## src/rtl/pipeline_ctrl.sv

```systemverilog
`timescale 1ns/1ps
// pipeline_ctrl: hazard, freeze and halt sequencer for the 5-stage MIPS32
// pipeline. Drives every pipeline register's enable and synchronous flush,
// plus the E-stage ALU operand and D-stage branch-compare forwarding selects.
module pipeline_ctrl #(
    parameter int DRAIN_CYCLES = 4,
    parameter int MEM_TIMEOUT  = 15,
    parameter int CNT_W        = 16
) (
    input  logic             CLK,
    input  logic             RSTn,
    input  logic [4:0]       RsD,
    input  logic [4:0]       RtD,
    input  logic [4:0]       RsE,
    input  logic [4:0]       RtE,
    input  logic [4:0]       WriteRegE,
    input  logic [4:0]       WriteRegM,
    input  logic [4:0]       WriteRegW,
    input  logic             RegWriteE,
    input  logic             RegWriteM,
    input  logic             RegWriteW,
    input  logic             MemtoRegE,
    input  logic             MemtoRegM,
    input  logic             BranchD,
    input  logic             JumpD,
    input  logic             PCSrcD,
    input  logic             StopD,
    input  logic             MemReqM,
    input  logic             MemAckM,
    output logic             EnableF,
    output logic             EnableD,
    output logic             EnableE,
    output logic             EnableM,
    output logic             EnableW,
    output logic             RstD,
    output logic             RstE,
    output logic             RstM,
    output logic             ForwardAD,
    output logic             ForwardBD,
    output logic [1:0]       ForwardAE,
    output logic [1:0]       ForwardBE,
    output logic             Halted,
    output logic             MemErr,
    output logic [CNT_W-1:0] StallCount
);

    localparam int TO_W    = $clog2(MEM_TIMEOUT + 1);
    localparam int DRAIN_W = $clog2(DRAIN_CYCLES + 1);

    localparam logic [TO_W-1:0]    TO_LAST    = TO_W'(MEM_TIMEOUT - 1);
    localparam logic [TO_W-1:0]    TO_FIRST   = TO_W'(1);
    localparam logic [TO_W-1:0]    TO_ONE     = TO_W'(1);
    localparam logic [DRAIN_W-1:0] DRAIN_INIT = DRAIN_W'(DRAIN_CYCLES);
    localparam logic [DRAIN_W-1:0] DRAIN_ONE  = DRAIN_W'(1);
    localparam logic [CNT_W-1:0]   CNT_ONE    = CNT_W'(1);

    typedef enum logic [1:0] {
        ST_RUN,
        ST_MEMWAIT,
        ST_DRAIN,
        ST_HALT
    } state_t;

    state_t             state;
    state_t             resume_state;
    logic [TO_W-1:0]    wait_cnt;
    logic [DRAIN_W-1:0] drain_cnt;

    logic m_src_ok;
    logic w_src_ok;
    logic e_wr_ok;
    logic m_load_ok;
    logic e_hits_d;
    logic m_hits_d;
    logic lw_stall;
    logic br_stall;
    logic stall;
    logic redirect;
    logic mem_freeze;

    // Forwarding selects: M-stage result has priority over W; $0 is never forwarded.
    always_comb begin
        m_src_ok = RegWriteM && (WriteRegM != '0);
        w_src_ok = RegWriteW && (WriteRegW != '0);

        if (m_src_ok && (WriteRegM == RsE))
            ForwardAE = 2'b10;
        else if (w_src_ok && (WriteRegW == RsE))
            ForwardAE = 2'b01;
        else
            ForwardAE = 2'b00;

        if (m_src_ok && (WriteRegM == RtE))
            ForwardBE = 2'b10;
        else if (w_src_ok && (WriteRegW == RtE))
            ForwardBE = 2'b01;
        else
            ForwardBE = 2'b00;

        ForwardAD = m_src_ok && (WriteRegM == RsD);
        ForwardBD = m_src_ok && (WriteRegM == RtD);
    end

    // Hazard detection: load-use, and branch operands not yet available in D.
    always_comb begin
        e_wr_ok    = RegWriteE && (WriteRegE != '0);
        m_load_ok  = MemtoRegM && (WriteRegM != '0);
        e_hits_d   = (WriteRegE == RsD) || (WriteRegE == RtD);
        m_hits_d   = (WriteRegM == RsD) || (WriteRegM == RtD);
        lw_stall   = MemtoRegE && e_wr_ok && e_hits_d;
        br_stall   = BranchD && ((e_wr_ok && e_hits_d) || (m_load_ok && m_hits_d));
        stall      = lw_stall || br_stall;
        redirect   = PCSrcD || JumpD;
        mem_freeze = MemReqM && !MemAckM;
    end

    // Stage enables and flushes from current state and this cycle's hazards.
    always_comb begin
        EnableF = 1'b0;
        EnableD = 1'b0;
        EnableE = 1'b0;
        EnableM = 1'b0;
        EnableW = 1'b0;
        RstD    = 1'b0;
        RstE    = 1'b0;
        RstM    = 1'b0;

        if (!RSTn) begin
            RstD = 1'b1;
            RstE = 1'b1;
            RstM = 1'b1;
        end else begin
            case (state)
                ST_RUN: begin
                    if (!mem_freeze) begin
                        EnableF = 1'b1;
                        EnableD = 1'b1;
                        EnableE = 1'b1;
                        EnableM = 1'b1;
                        EnableW = 1'b1;
                        if (stall) begin
                            EnableF = 1'b0;
                            EnableD = 1'b0;
                            RstE    = 1'b1;
                        end else if (redirect) begin
                            RstD = 1'b1;
                        end else if (StopD) begin
                            RstD    = 1'b1;
                            EnableF = 1'b0;
                        end
                    end
                end
                ST_DRAIN: begin
                    if (!mem_freeze) begin
                        EnableD = 1'b1;
                        EnableE = 1'b1;
                        EnableM = 1'b1;
                        EnableW = 1'b1;
                        RstD    = 1'b1;
                    end
                end
                default: begin
                    // MEMWAIT and HALT hold every stage register.
                end
            endcase
        end
    end

    // Sequencer state, wait/drain counters and sticky status registers.
    always_ff @(posedge CLK or negedge RSTn) begin
        if (!RSTn) begin
            state        <= ST_RUN;
            resume_state <= ST_RUN;
            wait_cnt     <= '0;
            drain_cnt    <= '0;
            Halted       <= 1'b0;
            MemErr       <= 1'b0;
            StallCount   <= '0;
        end else begin
            if ((state != ST_HALT) && !EnableD && (StallCount != '1))
                StallCount <= StallCount + CNT_ONE;

            case (state)
                ST_RUN: begin
                    if (mem_freeze) begin
                        state        <= ST_MEMWAIT;
                        resume_state <= ST_RUN;
                        wait_cnt     <= TO_FIRST;
                    end else if (!stall && !redirect && StopD) begin
                        state     <= ST_DRAIN;
                        drain_cnt <= DRAIN_INIT;
                    end
                end
                ST_MEMWAIT: begin
                    if (MemAckM) begin
                        state <= resume_state;
                    end else if (wait_cnt == TO_LAST) begin
                        wait_cnt <= wait_cnt + TO_ONE;
                        MemErr   <= 1'b1;
                        Halted   <= 1'b1;
                        state    <= ST_HALT;
                    end else begin
                        wait_cnt <= wait_cnt + TO_ONE;
                    end
                end
                ST_DRAIN: begin
                    // A freeze parks the drain count; it resumes on return from MEMWAIT.
                    if (mem_freeze) begin
                        state        <= ST_MEMWAIT;
                        resume_state <= ST_DRAIN;
                        wait_cnt     <= TO_FIRST;
                    end else if (drain_cnt <= DRAIN_ONE) begin
                        drain_cnt <= '0;
                        Halted    <= 1'b1;
                        state     <= ST_HALT;
                    end else begin
                        drain_cnt <= drain_cnt - DRAIN_ONE;
                    end
                end
                default: begin
                    state <= ST_HALT;
                end
            endcase
        end
    end

endmodule

```

## config.mk

```make
export PLATFORM = sky130hd
export DESIGN_NAME = pipeline_ctrl
export DESIGN_NICKNAME = d
export VERILOG_FILES = /design/src/rtl/pipeline_ctrl.sv
export SDC_FILE = /design/constraint.sdc
export NUM_CORES = 1
export LEC_CHECK = 0
export BUFFER_PORTS_ARGS = -buffer_cell sky130_fd_sc_hd__buf_4
export CAP_MARGIN = 10
export CORE_MARGIN = 2
export CORE_UTILIZATION = 40
export CTS_CLUSTER_DIAMETER = 200
export CTS_CLUSTER_SIZE = 28
export DETAILED_ROUTE_END_ITERATION = 10
export GPL_TIMING_DRIVEN = 0
export MAX_ROUTING_LAYER = met4
export PLACE_DENSITY_LB_ADDON = 0.1
export RECOVER_POWER = 100
export SYNTH_ARGS = -nofsm -noshare
export SYNTH_HDL_FRONTEND = slang
export SYNTH_SLANG_ARGS = --single-unit
```

## constraint.sdc

```tcl
create_clock -name CLK -period 5.3 [get_ports CLK]
set_clock_uncertainty 0.15 [all_clocks]
set_input_delay 0.53 -clock CLK [delete_from_list [all_inputs] [get_ports CLK]]
set_output_delay 0.53 -clock CLK [all_outputs]
set_load 0.02 [all_outputs]
```

==> impl_metrics.xml, run 1 <==
<?xml version="1.0" encoding="UTF-8"?>
<metrics>
  <group name="run_status">
    <metric name="status" unit="">finished, violations left</metric>
    <metric name="failing_checks" unit="">capacitance limit, slew limit</metric>
  </group>
  <group name="final_layout">
    <metric name="fill_cell_count" unit="">528</metric>
    <metric name="drive_above_1_share" unit="">0.209</metric>
    <metric name="n_diodes" unit="">0</metric>
    <metric name="area.sequential" unit="um2">701</metric>
    <metric name="area_growth_synth_to_finish" unit="%">27.0</metric>
    <metric name="multi_input_comb_area" unit="um2">1330</metric>
    <metric name="layout.nets" unit="">365</metric>
  </group>
  <group name="worst_setup_path">
    <metric name="regToRegStartpoint" unit="">StallCount[0]</metric>
    <metric name="arrival" unit="ns">2.85</metric>
    <metric name="worst-path-max-fanout" unit="">32</metric>
    <metric name="worstReg2RegEnd" unit="">StallCount[9]</metric>
    <metric name="critical_path_required" unit="ns">4.62</metric>
    <metric name="worst_setup_path_start_kind" unit="">input port</metric>
    <metric name="path_class" unit="">input port to output pin</metric>
    <metric name="endpoint_kind" unit="">output pin</metric>
    <metric name="worstRegToRegCells" unit="">9</metric>
    <metric name="reg2reg_setup_slack" unit="ns">2.86</metric>
    <metric name="startpoint" unit="">RSTn</metric>
  </group>
  <group name="power">
    <metric name="comb_power_share" unit="">0.443</metric>
    <metric name="peakVddDrop" unit="uV">300</metric>
    <metric name="power.share.sequential" unit="">0.376</metric>
    <metric name="power_density" unit="nW/um2">352</metric>
    <metric name="clkPwrFrac" unit="">0.181</metric>
    <metric name="power.leakage" unit="uW">0.00114</metric>
    <metric name="netSwitchingPower" unit="uW">390</metric>
    <metric name="internal_power" unit="uW">563</metric>
    <metric name="sw_frac" unit="">0.409</metric>
  </group>
  <group name="sta">
    <metric name="finalSetupViolCount" unit="">0</metric>
    <metric name="min_period" unit="ns">3.53</metric>
    <metric name="final.setup.tns" unit="ns">0</metric>
    <metric name="final-hold-violation-count" unit="">0</metric>
    <metric name="final.hold.worst_slack" unit="ns">0.322</metric>
    <metric name="fmaxAchievable" unit="MHz">283</metric>
    <metric name="worst_slew_pin_slew" unit="ns">1.68</metric>
    <metric name="post-route-period-util" unit="">0.667</metric>
    <metric name="slew_headroom" unit="">-0.120</metric>
    <metric name="finalMaxSlewViolations" unit="">33</metric>
    <metric name="grt_setup_unrepaired" unit="">false</metric>
  </group>
  <group name="floorplanning">
    <metric name="fp.dieArea" unit="um2">5940</metric>
    <metric name="die_h" unit="um">77.1</metric>
    <metric name="die_x" unit="um">77.1</metric>
    <metric name="initial_utilization" unit="">0.415</metric>
    <metric name="core_area" unit="um2">5140</metric>
    <metric name="boundaryPins" unit="">80</metric>
    <metric name="num_rows" unit="">26</metric>
  </group>
  <group name="hold_path">
    <metric name="timing.hold.worst.start" unit="">MemErr</metric>
    <metric name="hold_path.class" unit="">flip-flop to flip-flop</metric>
    <metric name="min_to" unit="">MemErr</metric>
    <metric name="number_of_stages_on_the_worst_hold_path" unit="">1</metric>
  </group>
  <group name="synth">
    <metric name="avgSynthCellArea" unit="um2">9.16</metric>
    <metric name="yosys.cell_types.count" unit="">52</metric>
    <metric name="postSynthRegisterBits" unit="">28</metric>
    <metric name="synth_nets" unit="">286</metric>
    <metric name="syn-instance-count" unit="">233</metric>
    <metric name="synth.yosys.seq_area_share" unit="">0.328</metric>
    <metric name="post_synthesis_cell_area" unit="um2">2130</metric>
    <metric name="ys_warn_count" unit="">0</metric>
  </group>
  <group name="detailed_routing">
    <metric name="wire_per_inst" unit="um">13.9</metric>
    <metric name="dr.pass1.iters" unit="">4</metric>
    <metric name="drt-total-wl" unit="um">5300</metric>
    <metric name="ant_nets" unit="">0</metric>
    <metric name="post_route_drc" unit="">0</metric>
    <metric name="route.vias.total" unit="">1954</metric>
    <metric name="initialDrtViolationCount" unit="">39</metric>
    <metric name="post_drt_via_cell_ratio" unit="">5.13</metric>
  </group>
  <group name="grt">
    <metric name="grt_first_pass_wirelength" unit="um">8900</metric>
    <metric name="grt_max_degree" unit="">33</metric>
    <metric name="grt_antenna_before_repair" unit="">0</metric>
    <metric name="grt_util_all_layers" unit="">0.188</metric>
    <metric name="first_global_vias" unit="">1886</metric>
    <metric name="grt.overflow.total" unit="">0</metric>
  </group>
  <group name="clock_network">
    <metric name="post_cts_hold_buffer_count" unit="">0</metric>
    <metric name="post_cts_resize_count" unit="">0</metric>
    <metric name="cts_tree" unit="">yes</metric>
    <metric name="postCtsSetupBuffers" unit="">0</metric>
    <metric name="root_buffer" unit="">sky130_fd_sc_hd__clkbuf_8</metric>
    <metric name="cts_made_buffers" unit="">3</metric>
    <metric name="clkSlewWorstSetupHoldPaths" unit="ns">0.10</metric>
    <metric name="clkLatencyLatePin" unit="ns">0.28</metric>
    <metric name="htree_depth" unit="">1</metric>
    <metric name="clock_path_buffers" unit="">2</metric>
    <metric name="clock_tree_sinks" unit="">28</metric>
  </group>
  <group name="placed_design">
    <metric name="place_hpwl" unit="um">4120</metric>
    <metric name="io_buffer_count" unit="">74</metric>
    <metric name="gp_congestion" unit="">0.751</metric>
  </group>
  <group name="job">
    <metric name="maxCapViolCount" unit="">1</metric>
  </group>
</metrics>
cell usage in the layout (no fill, tap or decap), drive strengths merged, types with 3 or more instances in the layout:
cell type	netlist	routed
a21oi	9	9
buf	7	48
clkbuf	5	41
dfrtp	28	28
ha	5	5
inv	6	6
mux2	4	4
nand2	14	14
nand2b	5	5
nand3	14	14
nand4	7	7
nor2	16	16
nor2b	3	3
nor3	6	6
nor4	5	5
o21ai	8	8
o21bai	3	3
or4	5	5
xnor2	21	21
xor2	34	34
critical path: stages:
cell and delay, ns:
sky130_fd_sc_hd__clkbuf_1 1.18, sky130_fd_sc_hd__inv_1 0.16, sky130_fd_sc_hd__nor2_1 0.45, sky130_fd_sc_hd__and4b_1 0.27, sky130_fd_sc_hd__clkbuf_1 0.24
synth_stat cells, drive strengths merged:
master  count  area [um2]
a41oi       1        8.76
nor4        5        31.3
o41ai       1        8.76
o22ai       1        6.26
nand2      14        52.6
nor3        6        30.0
a21oi       9        52.6
dfrtp      28         701
o31ai       1        7.51
xor2       34         298
nor2b       3        18.8
o32ai       1        8.76
mux2        4        48.8
and4        1        8.76
o221ai      1        8.76
or2         1        6.26
nand3      14        70.1
nor2       16        60.1
nand2b      5        38.8
buf         7        52.5
ha          5        62.6
nand3b      1        7.51
xnor2      21         184
a31oi       1        6.26
and4b       1        10.0
or4         5        41.3
clkbuf      5        18.8
o21bai      3        33.8
a311o       1        10.0
nor3b       1        7.51
a221o       1        10.0
a22oi       2        15.0
a22o        2        17.5
nand4       7        56.3
a21o        2        16.3
inv         6        22.5
or3         2        12.5
and3        2        12.5
o211ai      1        12.5
o21ai       8        40.0
and2        2        12.5
o21a        1        7.51
how the worst max path moves through the flow:
stage | to | cells after the start
CTS | RstE | 7
floorplan | ForwardAE[0] | 5
global placement | RstE | 7
detailed placement | RstE | 7
finish | EnableF | 5
global route | EnableF | 5
routing by layer:
metal	wire [um]	track usage
met4	28	0.0536
met2	2240	0.282
met5	0	-
met3	373	0.0341
met1	2660	0.261
layout make-up:
class / instances / share of cell area
Tap cell: 70 / 0.0323
Inverter: 6 / 0.00831
Timing Repair Buffer: 74 / 0.162
Clock buffer: 3 / 0.0152
Clock inverter: 1 / 0.0111
Multi-Input combinational cell: 187 / 0.489
Sequential cell: 28 / 0.259
Buffer: 12 / 0.0235
power groups by stage:
| stage | Combinational [uW] | Clock (uW) | Sequential, uW |
|---|---|---|---|
| final | 422 | 173 | 358 |
| after global routing | 476 | 184 | 373 |
| after CTS | 472 | 176 | 359 |
| after detailed placement | 469 | 0 | 364 |
| after global placement | 466 | 0 | 360 |
| after floorplan | 271 | 0 | 390 |
state kept, by name, summed over array words and instances (netlist names):
register and flops:
drain_cnt 3, Halted 1, wait_cnt 4, MemErr 1, resume_state 1, state 2
StallCount 16
stage by stage:
| stage | power [uW] | setup slack (ns) | utilization | instance area, um2 | cells |
|---|---|---|---|---|---|
| global placement | 826 | 2.33 | 0.540 | 2780 | 377 |
| finish | 953 | 1.77 | 0.527 | 2710 | 381 |
| floorplan | 661 | 2.27 | - | 2130 | 233 |
| global route | 1030 | 1.34 | 0.527 | 2710 | 381 |
| detailed placement | 833 | 2.34 | 0.540 | 2780 | 377 |
| CTS | 1010 | 2.34 | 0.554 | 2850 | 381 |
cell families after synthesis:
logic type / count (synthesis) / share of synthesized area
multiplexers: 4 / 0.0229
AND/OR/NAND/NOR: 86 / 0.223
AO/OA/AOI/OAI: 37 / 0.127
buffers and inverters: 18 / 0.0440
flip-flops: 28 / 0.328
XOR/XNOR: 55 / 0.226
adder cells (fa/ha/maj): 5 / 0.0293
(Power assumes the default switching activity.)
==> inputs of run 2 (changes only) <==
==> constraint.sdc (replaced) <==
create_clock -name CLK -period 3.7 [get_ports CLK]
set_clock_uncertainty 0.15 [all_clocks]
set_input_delay 0.37 -clock CLK [delete_from_list [all_inputs] [get_ports CLK]]
set_output_delay 0.37 -clock CLK [all_outputs]
set_load 0.02 [all_outputs]
==> run 2 against run 1 <==
The run now ends clean. Via count increased by 0.15%. Routed wire length is 0.51% higher. Hold slack got worse by 0.057 ns. Largest cell class unchanged.
==> impl_metrics.xml, run 2 (same netlist as run 1, synthesis figures left out) <==
<?xml version="1.0" encoding="UTF-8"?>
<metrics>
  <group name="sta">
    <metric name="finalMaxSlewViolations" unit="">0</metric>
    <metric name="fmaxAchievable" unit="MHz">347</metric>
    <metric name="min_period" unit="ns">2.88</metric>
    <metric name="post-route-period-util" unit="">0.780</metric>
    <metric name="grt_setup_unrepaired" unit="">false</metric>
    <metric name="final-hold-violation-count" unit="">0</metric>
    <metric name="worst_slew_pin_slew" unit="ns">0.561</metric>
    <metric name="final.setup.tns" unit="ns">0</metric>
    <metric name="finalSetupViolCount" unit="">0</metric>
    <metric name="slew_headroom" unit="">0.626</metric>
  </group>
  <group name="clock_network">
    <metric name="clkLatencyLatePin" unit="ns">0.28</metric>
    <metric name="clkSlewWorstSetupHoldPaths" unit="ns">0.10</metric>
    <metric name="clock_tree_sinks" unit="">28</metric>
    <metric name="clock_path_buffers" unit="">2</metric>
    <metric name="postCtsSetupBuffers" unit="">0</metric>
    <metric name="post_cts_hold_buffer_count" unit="">1</metric>
    <metric name="root_buffer" unit="">sky130_fd_sc_hd__clkbuf_8</metric>
    <metric name="post_cts_resize_count" unit="">0</metric>
    <metric name="cts_made_buffers" unit="">3</metric>
    <metric name="htree_depth" unit="">1</metric>
    <metric name="cts_tree" unit="">yes</metric>
  </group>
  <group name="detailed_routing">
    <metric name="drt-total-wl" unit="um">5330</metric>
    <metric name="post_route_drc" unit="">0</metric>
    <metric name="route.vias.total" unit="">1957</metric>
    <metric name="dr.pass1.iters" unit="">4</metric>
    <metric name="ant_nets" unit="">0</metric>
    <metric name="wire_per_inst" unit="um">13.9</metric>
    <metric name="post_drt_via_cell_ratio" unit="">5.12</metric>
    <metric name="initialDrtViolationCount" unit="">38</metric>
  </group>
  <group name="worst_setup_path">
    <metric name="worst-path-max-fanout" unit="">7</metric>
    <metric name="endpoint_kind" unit="">output pin</metric>
    <metric name="cpPeakStageDelay" unit="ns">0.54</metric>
    <metric name="most_frequent_cp_cell" unit="">sky130_fd_sc_hd__clkbuf_1</metric>
    <metric name="critical_path_required" unit="ns">3.18</metric>
    <metric name="worst_setup_path_start_kind" unit="">input port</metric>
    <metric name="worstRegToRegCells" unit="">9</metric>
    <metric name="critical-path-slowest-cell" unit="">sky130_fd_sc_hd__or4_1</metric>
    <metric name="arrival" unit="ns">2.36</metric>
    <metric name="reg2reg_setup_slack" unit="ns">1.26</metric>
    <metric name="regToRegStartpoint" unit="">StallCount[0]</metric>
    <metric name="worstReg2RegEnd" unit="">StallCount[9]</metric>
    <metric name="crit_path_cell_trace" unit="">clkbuf_1 &gt; or4_1 &gt; o221ai_1 &gt; nor2_1 &gt; o21bai_1 &gt; o21ai_0 &gt; clkbuf_1</metric>
    <metric name="path_class" unit="">input port to output pin</metric>
  </group>
  <group name="grt">
    <metric name="first_global_vias" unit="">1892</metric>
    <metric name="grt_use_met3" unit="">0.0341</metric>
    <metric name="grt_util_all_layers" unit="">0.188</metric>
    <metric name="grt.overflow.total" unit="">0</metric>
    <metric name="grt_max_degree" unit="">33</metric>
    <metric name="globalRouteMet1Util" unit="">0.261</metric>
    <metric name="grt_most_used_layer" unit="">met2</metric>
    <metric name="grt_antenna_before_repair" unit="">0</metric>
    <metric name="grt_first_pass_wirelength" unit="um">8910</metric>
    <metric name="grt_util_met2" unit="">0.282</metric>
  </group>
  <group name="floorplanning">
    <metric name="fp.dieArea" unit="um2">5940</metric>
    <metric name="core_area" unit="um2">5140</metric>
    <metric name="boundaryPins" unit="">80</metric>
    <metric name="die_x" unit="um">77.1</metric>
    <metric name="initial_utilization" unit="">0.415</metric>
    <metric name="die_h" unit="um">77.1</metric>
    <metric name="num_rows" unit="">26</metric>
  </group>
  <group name="final_layout">
    <metric name="drive_above_1_share" unit="">0.212</metric>
    <metric name="final_area" unit="um2">2720</metric>
    <metric name="largest_register" unit="">StallCount</metric>
    <metric name="final_cell_mix" unit="">45 x sky130_fd_sc_hd__buf_4, 36 x sky130_fd_sc_hd__clkbuf_1, 34 x sky130_fd_sc_hd__xor2_1</metric>
    <metric name="multi_input_comb_area" unit="um2">1330</metric>
    <metric name="layout.cells.most_common" unit="">sky130_fd_sc_hd__buf_4</metric>
    <metric name="area_growth_synth_to_finish" unit="%">27.6</metric>
    <metric name="largest_register_ff_count" unit="">16</metric>
    <metric name="n_diodes" unit="">0</metric>
    <metric name="layout.nets" unit="">366</metric>
    <metric name="layout.core_utilization" unit="">0.530</metric>
    <metric name="area.sequential" unit="um2">701</metric>
    <metric name="leading_registers_by_flop_count" unit="">StallCount (16), wait_cnt (4), drain_cnt (3)</metric>
    <metric name="fill_cell_count" unit="">528</metric>
  </group>
  <group name="hold_path">
    <metric name="hold_path.class" unit="">input port to flip-flop</metric>
    <metric name="number_of_stages_on_the_worst_hold_path" unit="">4</metric>
    <metric name="min_to" unit="">wait_cnt[3]</metric>
    <metric name="timing.hold.worst.start" unit="">MemReqM</metric>
  </group>
  <group name="power">
    <metric name="power.leakage" unit="uW">0.00115</metric>
    <metric name="power_density" unit="nW/um2">502</metric>
    <metric name="peakVddDrop" unit="uV">431</metric>
  </group>
  <group name="run_status">
    <metric name="status" unit="">finished clean</metric>
  </group>
  <group name="placed_design">
    <metric name="gp_congestion" unit="">0.751</metric>
    <metric name="post_detailed_placement_cell_area" unit="um2">2780</metric>
    <metric name="place_hpwl" unit="um">4120</metric>
    <metric name="io_buffer_count" unit="">74</metric>
  </group>
  <group name="job">
    <metric name="maxCapViolCount" unit="">0</metric>
  </group>
</metrics>
## run 2: layout make-up
cell class	instances	share of cell area
multi-input combinational	187	0.486
sequential	28	0.257
timing repair buffer	75	0.166
tap	70	0.0322
buffer	12	0.0234
clock buffer	3	0.0152
clock inverter	1	0.0110
inverter	6	0.00827
## run 2: how the worst max path moves through the flow
stage	start	endpoint	slack [ns]	depth (start not counted)
after global placement	WriteRegE[1]	RstE	1.05	7
after CTS	RSTn	EnableF	0.97	6
after detailed placement	WriteRegE[1]	RstE	1.06	7
final	WriteRegE[1]	RstE	0.82	7
after global routing	WriteRegE[1]	RstE	0.66	7
after floorplan	WriteRegM[2]	ForwardAE[0]	0.99	5
## run 2: through the flow
step                hold WS [ns]  total power, uW  worst slack (ns)  std cells
CTS                        0.269             1440             0.973        382
detailed placement         0.184             1190              1.06        377
floorplan                -0.0756              947             0.993        233
global placement           0.180             1180              1.05        377
finish                     0.265             1370             0.815        382
global route               0.285             1480             0.657        382
## run 2: critical path, delay by kind of cell
kind                   cells  cell delay [ns]
buffers and inverters      2             0.32
AND/OR/NAND/NOR            2             0.67
AO/OA/AOI/OAI              3             1.00
## run 2: report_power, final
group | internal [uW] | leakage (uW) | switching, uW
clock | 145 | 0.0000357 | 103
sequential | 403 | 0.000338 | 110
combinational | 260 | 0.000779 | 348
## run 2: metal layers
layer | wire length [um] | share of wire
met1 | 2650 | 0.50
met2 | 2270 | 0.43
met3 | 384 | 0.072
met4 | 28 | 0.0053
met5 | 0 | 0
==> inputs of run 3 (changes only) <==
==> constraint.sdc (replaced) <==
create_clock -name CLK -period 2.85 [get_ports CLK]
set_clock_uncertainty 0.15 [all_clocks]
set_input_delay 0.285 -clock CLK [delete_from_list [all_inputs] [get_ports CLK]]
set_output_delay 0.285 -clock CLK [all_outputs]
set_load 0.02 [all_outputs]
==> run 3 against run 2 <==
Routed wire length decreased by 0.51%. Utilization grew 0.24 points. Hold slack worse by 0.084 ns. Cell count did not move. Setup slack got worse by 0.54 ns. Sequential share of layout area fell by 0.12 points. Flip-flop and latch count is the same. Register-to-register slack got worse by 0.85 ns. Critical path depth down 1. Global-route usage did not move. Largest power group unchanged.
==> impl_metrics.xml, run 3 (same netlist as run 1, synthesis figures left out) <==
<?xml version="1.0" encoding="UTF-8"?>
<metrics>
  <group name="floorplanning">
    <metric name="die_x" unit="um">77.1</metric>
    <metric name="core_area" unit="um2">5140</metric>
    <metric name="num_rows" unit="">26</metric>
    <metric name="fp.dieArea" unit="um2">5940</metric>
    <metric name="initial_utilization" unit="">0.415</metric>
    <metric name="boundaryPins" unit="">80</metric>
    <metric name="die_h" unit="um">77.1</metric>
  </group>
  <group name="detailed_routing">
    <metric name="dr.pass1.iters" unit="">4</metric>
    <metric name="route.vias.total" unit="">1942</metric>
    <metric name="ant_nets" unit="">0</metric>
    <metric name="drt-total-wl" unit="um">5300</metric>
    <metric name="post_drt_via_cell_ratio" unit="">5.08</metric>
    <metric name="post_route_drc" unit="">0</metric>
    <metric name="initialDrtViolationCount" unit="">43</metric>
    <metric name="wire_per_inst" unit="um">13.9</metric>
  </group>
  <group name="hold_path">
    <metric name="min_to" unit="">wait_cnt[3]</metric>
    <metric name="hold_path.class" unit="">input port to flip-flop</metric>
    <metric name="timing.hold.worst.start" unit="">MemReqM</metric>
    <metric name="number_of_stages_on_the_worst_hold_path" unit="">4</metric>
  </group>
  <group name="worst_setup_path">
    <metric name="critical-path-slowest-cell" unit="">sky130_fd_sc_hd__dlygate4sd3_1</metric>
    <metric name="worstReg2RegEnd" unit="">StallCount[9]</metric>
    <metric name="reg2reg_setup_slack" unit="ns">0.41</metric>
    <metric name="arrival" unit="ns">2.14</metric>
    <metric name="regToRegStartpoint" unit="">StallCount[0]</metric>
    <metric name="cpPeakStageDelay" unit="ns">0.53</metric>
    <metric name="critical_path.n_buffers_inverters" unit="">4</metric>
    <metric name="worst-path-max-fanout" unit="">32</metric>
    <metric name="endpoint_kind" unit="">output pin</metric>
    <metric name="worstRegToRegCells" unit="">9</metric>
    <metric name="path_class" unit="">input port to output pin</metric>
    <metric name="worst_setup_path_start_kind" unit="">input port</metric>
    <metric name="crit_path_cell_trace" unit="">dlygate4sd3_1 &gt; buf_4 &gt; inv_1 &gt; nor2_1 &gt; and4b_1 &gt; clkbuf_2</metric>
    <metric name="critical_path.top_delay_family" unit="">buffers and inverters</metric>
    <metric name="critical_path_required" unit="ns">2.41</metric>
  </group>
  <group name="power">
    <metric name="peakVddDrop" unit="uV">558</metric>
    <metric name="power_density" unit="nW/um2">650</metric>
    <metric name="power.leakage" unit="uW">0.00115</metric>
    <metric name="report.power.total" unit="uW">1780</metric>
  </group>
  <group name="clock_network">
    <metric name="cts_tree" unit="">yes</metric>
    <metric name="clkLatencyLatePin" unit="ns">0.28</metric>
    <metric name="htree_depth" unit="">1</metric>
    <metric name="clock_tree_sinks" unit="">28</metric>
    <metric name="clock_path_buffers" unit="">2</metric>
    <metric name="post_cts_hold_buffer_count" unit="">1</metric>
    <metric name="postCtsSetupBuffers" unit="">0</metric>
    <metric name="root_buffer" unit="">sky130_fd_sc_hd__clkbuf_8</metric>
    <metric name="clkSlewWorstSetupHoldPaths" unit="ns">0.10</metric>
    <metric name="post_cts_resize_count" unit="">0</metric>
    <metric name="cts_made_buffers" unit="">3</metric>
  </group>
  <group name="sta">
    <metric name="grt_setup_unrepaired" unit="">false</metric>
    <metric name="final-hold-violation-count" unit="">0</metric>
    <metric name="final.hold.worst_slack" unit="ns">0.181</metric>
    <metric name="min_period" unit="ns">2.57</metric>
    <metric name="final.setup.tns" unit="ns">0</metric>
    <metric name="slew_headroom" unit="">0.651</metric>
    <metric name="finalSetupViolCount" unit="">0</metric>
    <metric name="finalMaxSlewViolations" unit="">0</metric>
    <metric name="fmaxAchievable" unit="MHz">389</metric>
    <metric name="worst_slew_pin_slew" unit="ns">0.519</metric>
    <metric name="post-route-period-util" unit="">0.902</metric>
  </group>
  <group name="grt">
    <metric name="grt.overflow.total" unit="">0</metric>
    <metric name="grt_first_pass_wirelength" unit="um">8910</metric>
    <metric name="grt_util_all_layers" unit="">0.188</metric>
    <metric name="grt_max_degree" unit="">33</metric>
    <metric name="first_global_vias" unit="">1892</metric>
    <metric name="grt_antenna_before_repair" unit="">0</metric>
  </group>
  <group name="final_layout">
    <metric name="n_diodes" unit="">0</metric>
    <metric name="final_cell_mix" unit="">45 x sky130_fd_sc_hd__buf_4, 35 x sky130_fd_sc_hd__clkbuf_1, 34 x sky130_fd_sc_hd__xor2_1</metric>
    <metric name="layout.cells.most_common" unit="">sky130_fd_sc_hd__buf_4</metric>
    <metric name="layout.core_utilization" unit="">0.532</metric>
    <metric name="largest_register" unit="">StallCount</metric>
    <metric name="leading_registers_by_flop_count" unit="">StallCount (16), wait_cnt (4), drain_cnt (3)</metric>
    <metric name="layout.nets" unit="">366</metric>
    <metric name="largest_register_ff_count" unit="">16</metric>
    <metric name="drive_above_1_share" unit="">0.218</metric>
    <metric name="area_growth_synth_to_finish" unit="%">28.2</metric>
  </group>
  <group name="placed_design">
    <metric name="place_hpwl" unit="um">4120</metric>
    <metric name="io_buffer_count" unit="">74</metric>
    <metric name="gp_congestion" unit="">0.751</metric>
  </group>
  <group name="job">
    <metric name="maxCapViolCount" unit="">0</metric>
  </group>
  <group name="run_status">
    <metric name="status" unit="">finished clean</metric>
  </group>
</metrics>
[run 3: worst reg2reg max path, cell delays in order, from the launching register on]
cell and delay (ns):
sky130_fd_sc_hd__dfrtp_1 0.45, sky130_fd_sc_hd__ha_1 0.22, sky130_fd_sc_hd__nand4_1 0.10, sky130_fd_sc_hd__nor4_1 0.41, sky130_fd_sc_hd__a221o_1 0.18, sky130_fd_sc_hd__o41ai_1 0.06
sky130_fd_sc_hd__a21o_2 0.23, sky130_fd_sc_hd__clkbuf_1 0.26, sky130_fd_sc_hd__nand4_2 0.18, sky130_fd_sc_hd__xnor2_1 0.12
[run 3: routing by layer]
layer	wire length, um	track usage	part of all wire
met5	0	-	0
met1	2660	0.261	0.50
met4	28	0.0536	0.0053
met2	2260	0.282	0.43
met3	361	0.0341	0.068
[run 3: cell type report]
class                   instances  area (um2)
multi-input cells             187        1340
inverters                       6        22.5
well taps                      70        87.6
repair buffers                 75         454
plain buffers                  12        63.8
clock inverters                 1        30.0
flip-flops and latches         28         701
fillers                       528        2400
clock buffers                   3        41.3
[run 3: through the flow]
stage,cell area [um2],setup slack (ns),cells
after floorplan,2130,0.313,233
after global placement,2780,0.371,377
after detailed placement,2780,0.380,377
after CTS,2860,0.293,382
after global routing,2740,0.103,382
final,2740,0.279,382
[run 3: how the worst max path moves through the flow]
stage | start | end | slack [ns] | cells after the start
finish | RSTn | EnableF | 0.28 | 6
global route | RSTn | EnableF | 0.10 | 6
CTS | RSTn | EnableF | 0.29 | 6
detailed placement | WriteRegE[1] | RstE | 0.38 | 7
global placement | WriteRegE[1] | RstE | 0.37 | 7
floorplan | WriteRegM[2] | ForwardAE[0] | 0.31 | 5
[run 3: power by group]
group | switching, uW | leakage (uW) | internal, uW
clock | 132 | 0.0000357 | 188
sequential | 142 | 0.000338 | 524
combinational | 452 | 0.000776 | 341
